===== src/rtl/prog_loader.sv =====
// prog_loader: streams a program image from a byte interface into
// instruction memory while holding the CPU fetch stage.
//
// Stream format: LEN_HI, LEN_LO (word count N), 4*N payload bytes
// (MSB first per word), then one XOR checksum byte over the payload.
//
// Ports:
//   clk, rst_n         clock, synchronous active-low reset
//   start              single-cycle load request (honoured in IDLE/DONE/ERR)
//   byte_valid/ready   byte handshake, byte_data is the stream byte
//   imem_we/addr/wdata instruction-memory write port (one cycle per word)
//   cpu_hold           fetch stall while a load is running or has failed
//   done, error        sticky load outcome until next start or reset
module prog_loader #(
  parameter int ADDR_W    = 8,
  parameter int BASE_ADDR = 0
) (
  input  logic              clk,
  input  logic              rst_n,
  input  logic              start,
  input  logic              byte_valid,
  input  logic [7:0]        byte_data,
  output logic              byte_ready,
  output logic              imem_we,
  output logic [ADDR_W-1:0] imem_addr,
  output logic [31:0]       imem_wdata,
  output logic              cpu_hold,
  output logic              done,
  output logic              error
);

  localparam logic [2:0] S_IDLE   = 3'd0;
  localparam logic [2:0] S_LEN_HI = 3'd1;
  localparam logic [2:0] S_LEN_LO = 3'd2;
  localparam logic [2:0] S_DATA   = 3'd3;
  localparam logic [2:0] S_WRITE  = 3'd4;
  localparam logic [2:0] S_CHECK  = 3'd5;
  localparam logic [2:0] S_DONE   = 3'd6;
  localparam logic [2:0] S_ERR    = 3'd7;

  // Largest legal word count: the whole address space.
  localparam logic [32:0] MAX_N = 33'd1 << ADDR_W;

  logic [2:0]  state;
  logic [7:0]  len_hi;
  logic [15:0] len;
  logic [16:0] word_cnt;   // one bit wider than len so k+1 never wraps
  logic [1:0]  byte_cnt;
  logic [31:0] asm_word;
  logic [7:0]  csum;

  logic        accept;
  logic [15:0] n_new;
  logic [16:0] k_next;

  assign accept = byte_valid && byte_ready;
  assign n_new  = {len_hi, byte_data};
  assign k_next = word_cnt + 17'd1;

  always_ff @(posedge clk) begin
    if (!rst_n) begin
      state    <= S_IDLE;
      len_hi   <= '0;
      len      <= '0;
      word_cnt <= '0;
      byte_cnt <= '0;
      asm_word <= '0;
      csum     <= '0;
    end else begin
      case (state)
        S_IDLE, S_DONE, S_ERR: begin
          if (start) begin
            state    <= S_LEN_HI;
            word_cnt <= '0;
            byte_cnt <= '0;
            csum     <= '0;
          end
        end
        S_LEN_HI: begin
          if (accept) begin
            len_hi <= byte_data;
            state  <= S_LEN_LO;
          end
        end
        S_LEN_LO: begin
          if (accept) begin
            len <= n_new;
            if (n_new == 16'd0)
              state <= S_CHECK;
            else if ({17'd0, n_new} > MAX_N)
              state <= S_ERR;
            else
              state <= S_DATA;
          end
        end
        S_DATA: begin
          if (accept) begin
            asm_word <= {asm_word[23:0], byte_data};
            csum     <= csum ^ byte_data;
            byte_cnt <= byte_cnt + 2'd1;
            if (byte_cnt == 2'd3)
              state <= S_WRITE;
          end
        end
        S_WRITE: begin
          word_cnt <= k_next;
          state    <= (k_next < {1'b0, len}) ? S_DATA : S_CHECK;
        end
        S_CHECK: begin
          if (accept)
            state <= (byte_data == csum) ? S_DONE : S_ERR;
        end
        default: state <= S_IDLE;
      endcase
    end
  end

  // Outputs decode straight from state, so reset (state=IDLE) zeroes them.
  assign byte_ready = (state == S_LEN_HI) || (state == S_LEN_LO) ||
                      (state == S_DATA)   || (state == S_CHECK);
  assign imem_we    = (state == S_WRITE);
  assign imem_addr  = imem_we ? ADDR_W'(BASE_ADDR) + ADDR_W'(word_cnt) : '0;
  assign imem_wdata = imem_we ? asm_word : '0;
  assign cpu_hold   = (state != S_IDLE) && (state != S_DONE);
  assign done       = (state == S_DONE);
  assign error      = (state == S_ERR);

endmodule


===== config.mk =====
export PLATFORM = sky130hd
export DESIGN_NAME = prog_loader
export DESIGN_NICKNAME = d
export VERILOG_FILES = /design/src/rtl/prog_loader.sv
export SDC_FILE = /design/constraint.sdc
export NUM_CORES = 1
export LEC_CHECK = 0
export CAP_MARGIN = 5
export CORE_MARGIN = 8
export CORE_UTILIZATION = 35
export CTS_CLUSTER_DIAMETER = 120
export DETAILED_ROUTE_END_ITERATION = 8
export GPL_ROUTABILITY_DRIVEN = 0
export HOLD_SLACK_MARGIN = 0.12
export PLACE_DENSITY = 0.59
export SYNTH_ARGS = -nofsm -noshare
export SYNTH_HDL_FRONTEND = slang
export SYNTH_SLANG_ARGS = --single-unit

===== constraint.sdc =====
create_clock -name clk -period 3.11 [get_ports clk]
set_clock_uncertainty 0.05 [all_clocks]
set_input_delay 0.7775 -clock clk [delete_from_list [all_inputs] [get_ports clk]]
set_output_delay 0.7775 -clock clk [all_outputs]
set_load 0.03 [all_outputs]

==> results.yml <==
place:
  placed_cell_area_um2: 5400
  place_hpwl_um: 8500
  dp_cells: 811
  pre_cts_ws_ns: 0.0935
  portBuffers: 56
synth:
  synth_cells: 597
  synth_edf_count: 0
  synth_top_cell_by_area: "dfxtp_1"
  synthTopCellsByArea: "dfxtp_1 (36%), nand2_1 (9.6%), a21boi_0 (8.8%)"
  async_reset_ff_share_pct: 0
  synth_common_cells: "nand2_1 (122), dfxtp_1 (86), a21boi_0 (56)"
  synth-seq-cells: 86
  synth_area_um2: 4760
  ys_seq_area_share_pct: 36.2
  synth.most_common_cell: "nand2_1"
  synth_top_area_share_pct: 36.2
  synth_area_per_cell_um2: 7.97
  ys_warn_count: 0
  synth_top_flop_cell: "dfxtp_1"
  synth_cell_types: 59
  synthesis.nets: 627
detailed_routing:
  via_per_inst: 5.01
  postRouteAntennaNets: 0
  finalWirelength_um: 11900
  route.detailed.drc: 0
  num_vias: 4142
  avgRoutedWirePerCell_um: 14.4
  drt_iter0_drc: 292
  firstDrtPassIters: 4
grt:
  grt.total_usage_pct: 13.5
  grt_pass1_wl_um: 19900
  busiest_layer: "met2"
  grt_max_degree: 47
  grt_overflow: 0
  grt_use_met3_pct: 3.67
  grt_pass1_vias: 4124
  met1_usage_pct: 16.6
  grtUsageMet2_pct: 22.3
  antenna_found_initial: 0
power:
  p_switching_w: 0.000844
  leakage_nw: 2.21
  intPower_w: 0.00208
  p_sw_share_pct: 28.8
  pwr-share-comb_pct: 19.9
  powerDensity_nw_per_um2: 508
  seq_power_share_pct: 40.2
  power.share.clock_pct: 39.9
  ir_drop_mv: 0.203
die:
  initial_core_util_pct: 35.9
  die_area_um2: 17600
  num_rows: 42
  coreArea_um2: 13200
  pin_count: 57
  die_width_um: 133
  dieHeight_um: 133
critical_path:
  critical_path_class: "flop to flop"
  path_common_cell: "nand2_1"
  crit_path_max_fanout: 6
  worst_path_largest_cell_delay_ns: 0.46
  required_ns: 3.30
  crit_path_top_delay_cell: "dfxtp_1"
  crit_arrival_ns: 3.10
  end_kind: "flop"
  rrSetupSlack_ns: 0.19
  critical_path.cell_chain: "nand3_4, nor4_4, nand2_1, xnor2_1, ha_1, nand2_1, o21ai_0, a41oi_1, o311ai_2, o211ai_1, and2_1"
  startpoint_type: "flop"
timing:
  finalSetupViolCount: 0
  drv_slew: 0
  worst_slew_pin_slew_ns: 0.657
  max_slew_margin_pct: 56.2
  period_share_pct: 93.8
  fmax_mhz: 343
  final-hold-violation-count: 0
  post-route-min-period_ns: 2.92
  holdWs_ns: 0.404
  timing.final.ws_setup_ns: 0.193
cts:
  clk_latency_ns: 0.34
  cts_made_buffers: 9
  cts_buffer_depth: 2
  post_cts_buffers: 0
  clk_pin_slew_ns: 0.06
  h-tree-depth: 3
  post_cts_resized: 0
  hold_buffers: 0
  cts_tree: "built"
  cts_num_sinks: 86
  cts_root_buffer: "clkbuf_16"
finish:
  stdcell_count: 827
  finalNetCount: 676
  syn_to_final_growth_pct: 21.1
  drive_gt1_share_pct: 14.9
  stdcell_area_um2: 5760
  nFillCells: 1385
  diodes: 0
status:
  status: "completed"
hold_path:
  hold_path.class: "flop to flop"
run:
  drv_cap: 0
per-stage QoR:
step	utilization (%)	power [W]	setup TNS, ns
global placement	40.8	0.00176	0
CTS	43.2	0.00294	0
finish	43.5	0.00293	0
global route	43.5	0.00305	-0.0283
detailed placement	40.8	0.00177	0
floorplan	-	0.00160	0
registers in the layout, indices dropped and copies added, names as in the netlist:
register  count
len          16
asm_word     32
csum          8
word_cnt     17
state         3
len_hi        8
byte_cnt      2
path summary, 6_finish.rpt:
check              start  endpoint  cells past startpoint
min reg2reg      len[15]   len[15]                      2
max          word_cnt[3]  state[1]                     11
min              len[15]   len[15]                      2
max reg2reg  word_cnt[3]  state[1]                     11
critical path, delay by kind of cell (launching register included):
family | cells | cell delay, ns
simple gates | 5 | 0.89
compound gates | 4 | 0.96
xor+xnor | 1 | 0.16
fa+ha+maj | 1 | 0.30
flops | 1 | 0.46
cell type report:
type / instances / area [um2] / area share, %
clock buffers: 9 / 225 / 3.91
inverters: 24 / 90.1 / 1.56
well taps: 176 / 220 / 3.82
clock inverters: 7 / 96.3 / 1.67
flip-flops and latches: 86 / 1730 / 30.0
repair buffers: 73 / 581 / 10.1
multi-input cells: 452 / 2820 / 49.0
power groups by stage:
| stage | clock [W] | combinational, W | sequential (W) |
|---|---|---|---|
| after global routing | 0.00123 | 0.000636 | 0.00118 |
| final | 0.00117 | 0.000582 | 0.00118 |
| after detailed placement | 0 | 0.000573 | 0.00120 |
| after global placement | 0 | 0.000565 | 0.00120 |
| after floorplan | 0 | 0.000421 | 0.00118 |
| after CTS | 0.00119 | 0.000576 | 0.00118 |
routing by layer:
layer | up-vias | routed length (um)
met5 | - | 0
met4 | 0 | 218
met3 | 18 | 496
met2 | 76 | 5570
met1 | 1944 | 5650
li1 | 2104 | -
cell families (layout without fill, tap and decap cells):
kind of cell    Yosys count  after routing  synth area share (%)
xor+xnor                 17             17                  3.29
simple gates            277            277                  29.9
flops                    86             86                  36.2
compound gates          130            130                  18.6
buf+inv                  59            113                  5.23
mux                      10             10                  2.10
fa+ha+maj                18             18                  4.73
layout by cell type, fill, tap and decap left out, drive strengths merged, types with 2 or more instances in the layout:
cell	count
a21boi	59
a21o	5
a21oi	20
a22oi	5
and2	47
and3	7
buf	59
bufinv	2
clkbuf	9
clkdlybuf4s50	14
clkinv	3
dfxtp	86
ha	18
inv	26
mux2i	10
nand2	122
nand2b	5
nand3	9
nand4	6
nor2	27
nor2b	29
nor3	12
nor3b	2
nor4	6
o211ai	2
o21a	2
o21ai	21
o22ai	3
o311ai	2
or2	2
xnor2	10
xor2	7
Note: power is estimated with default switching activity, not from simulation.
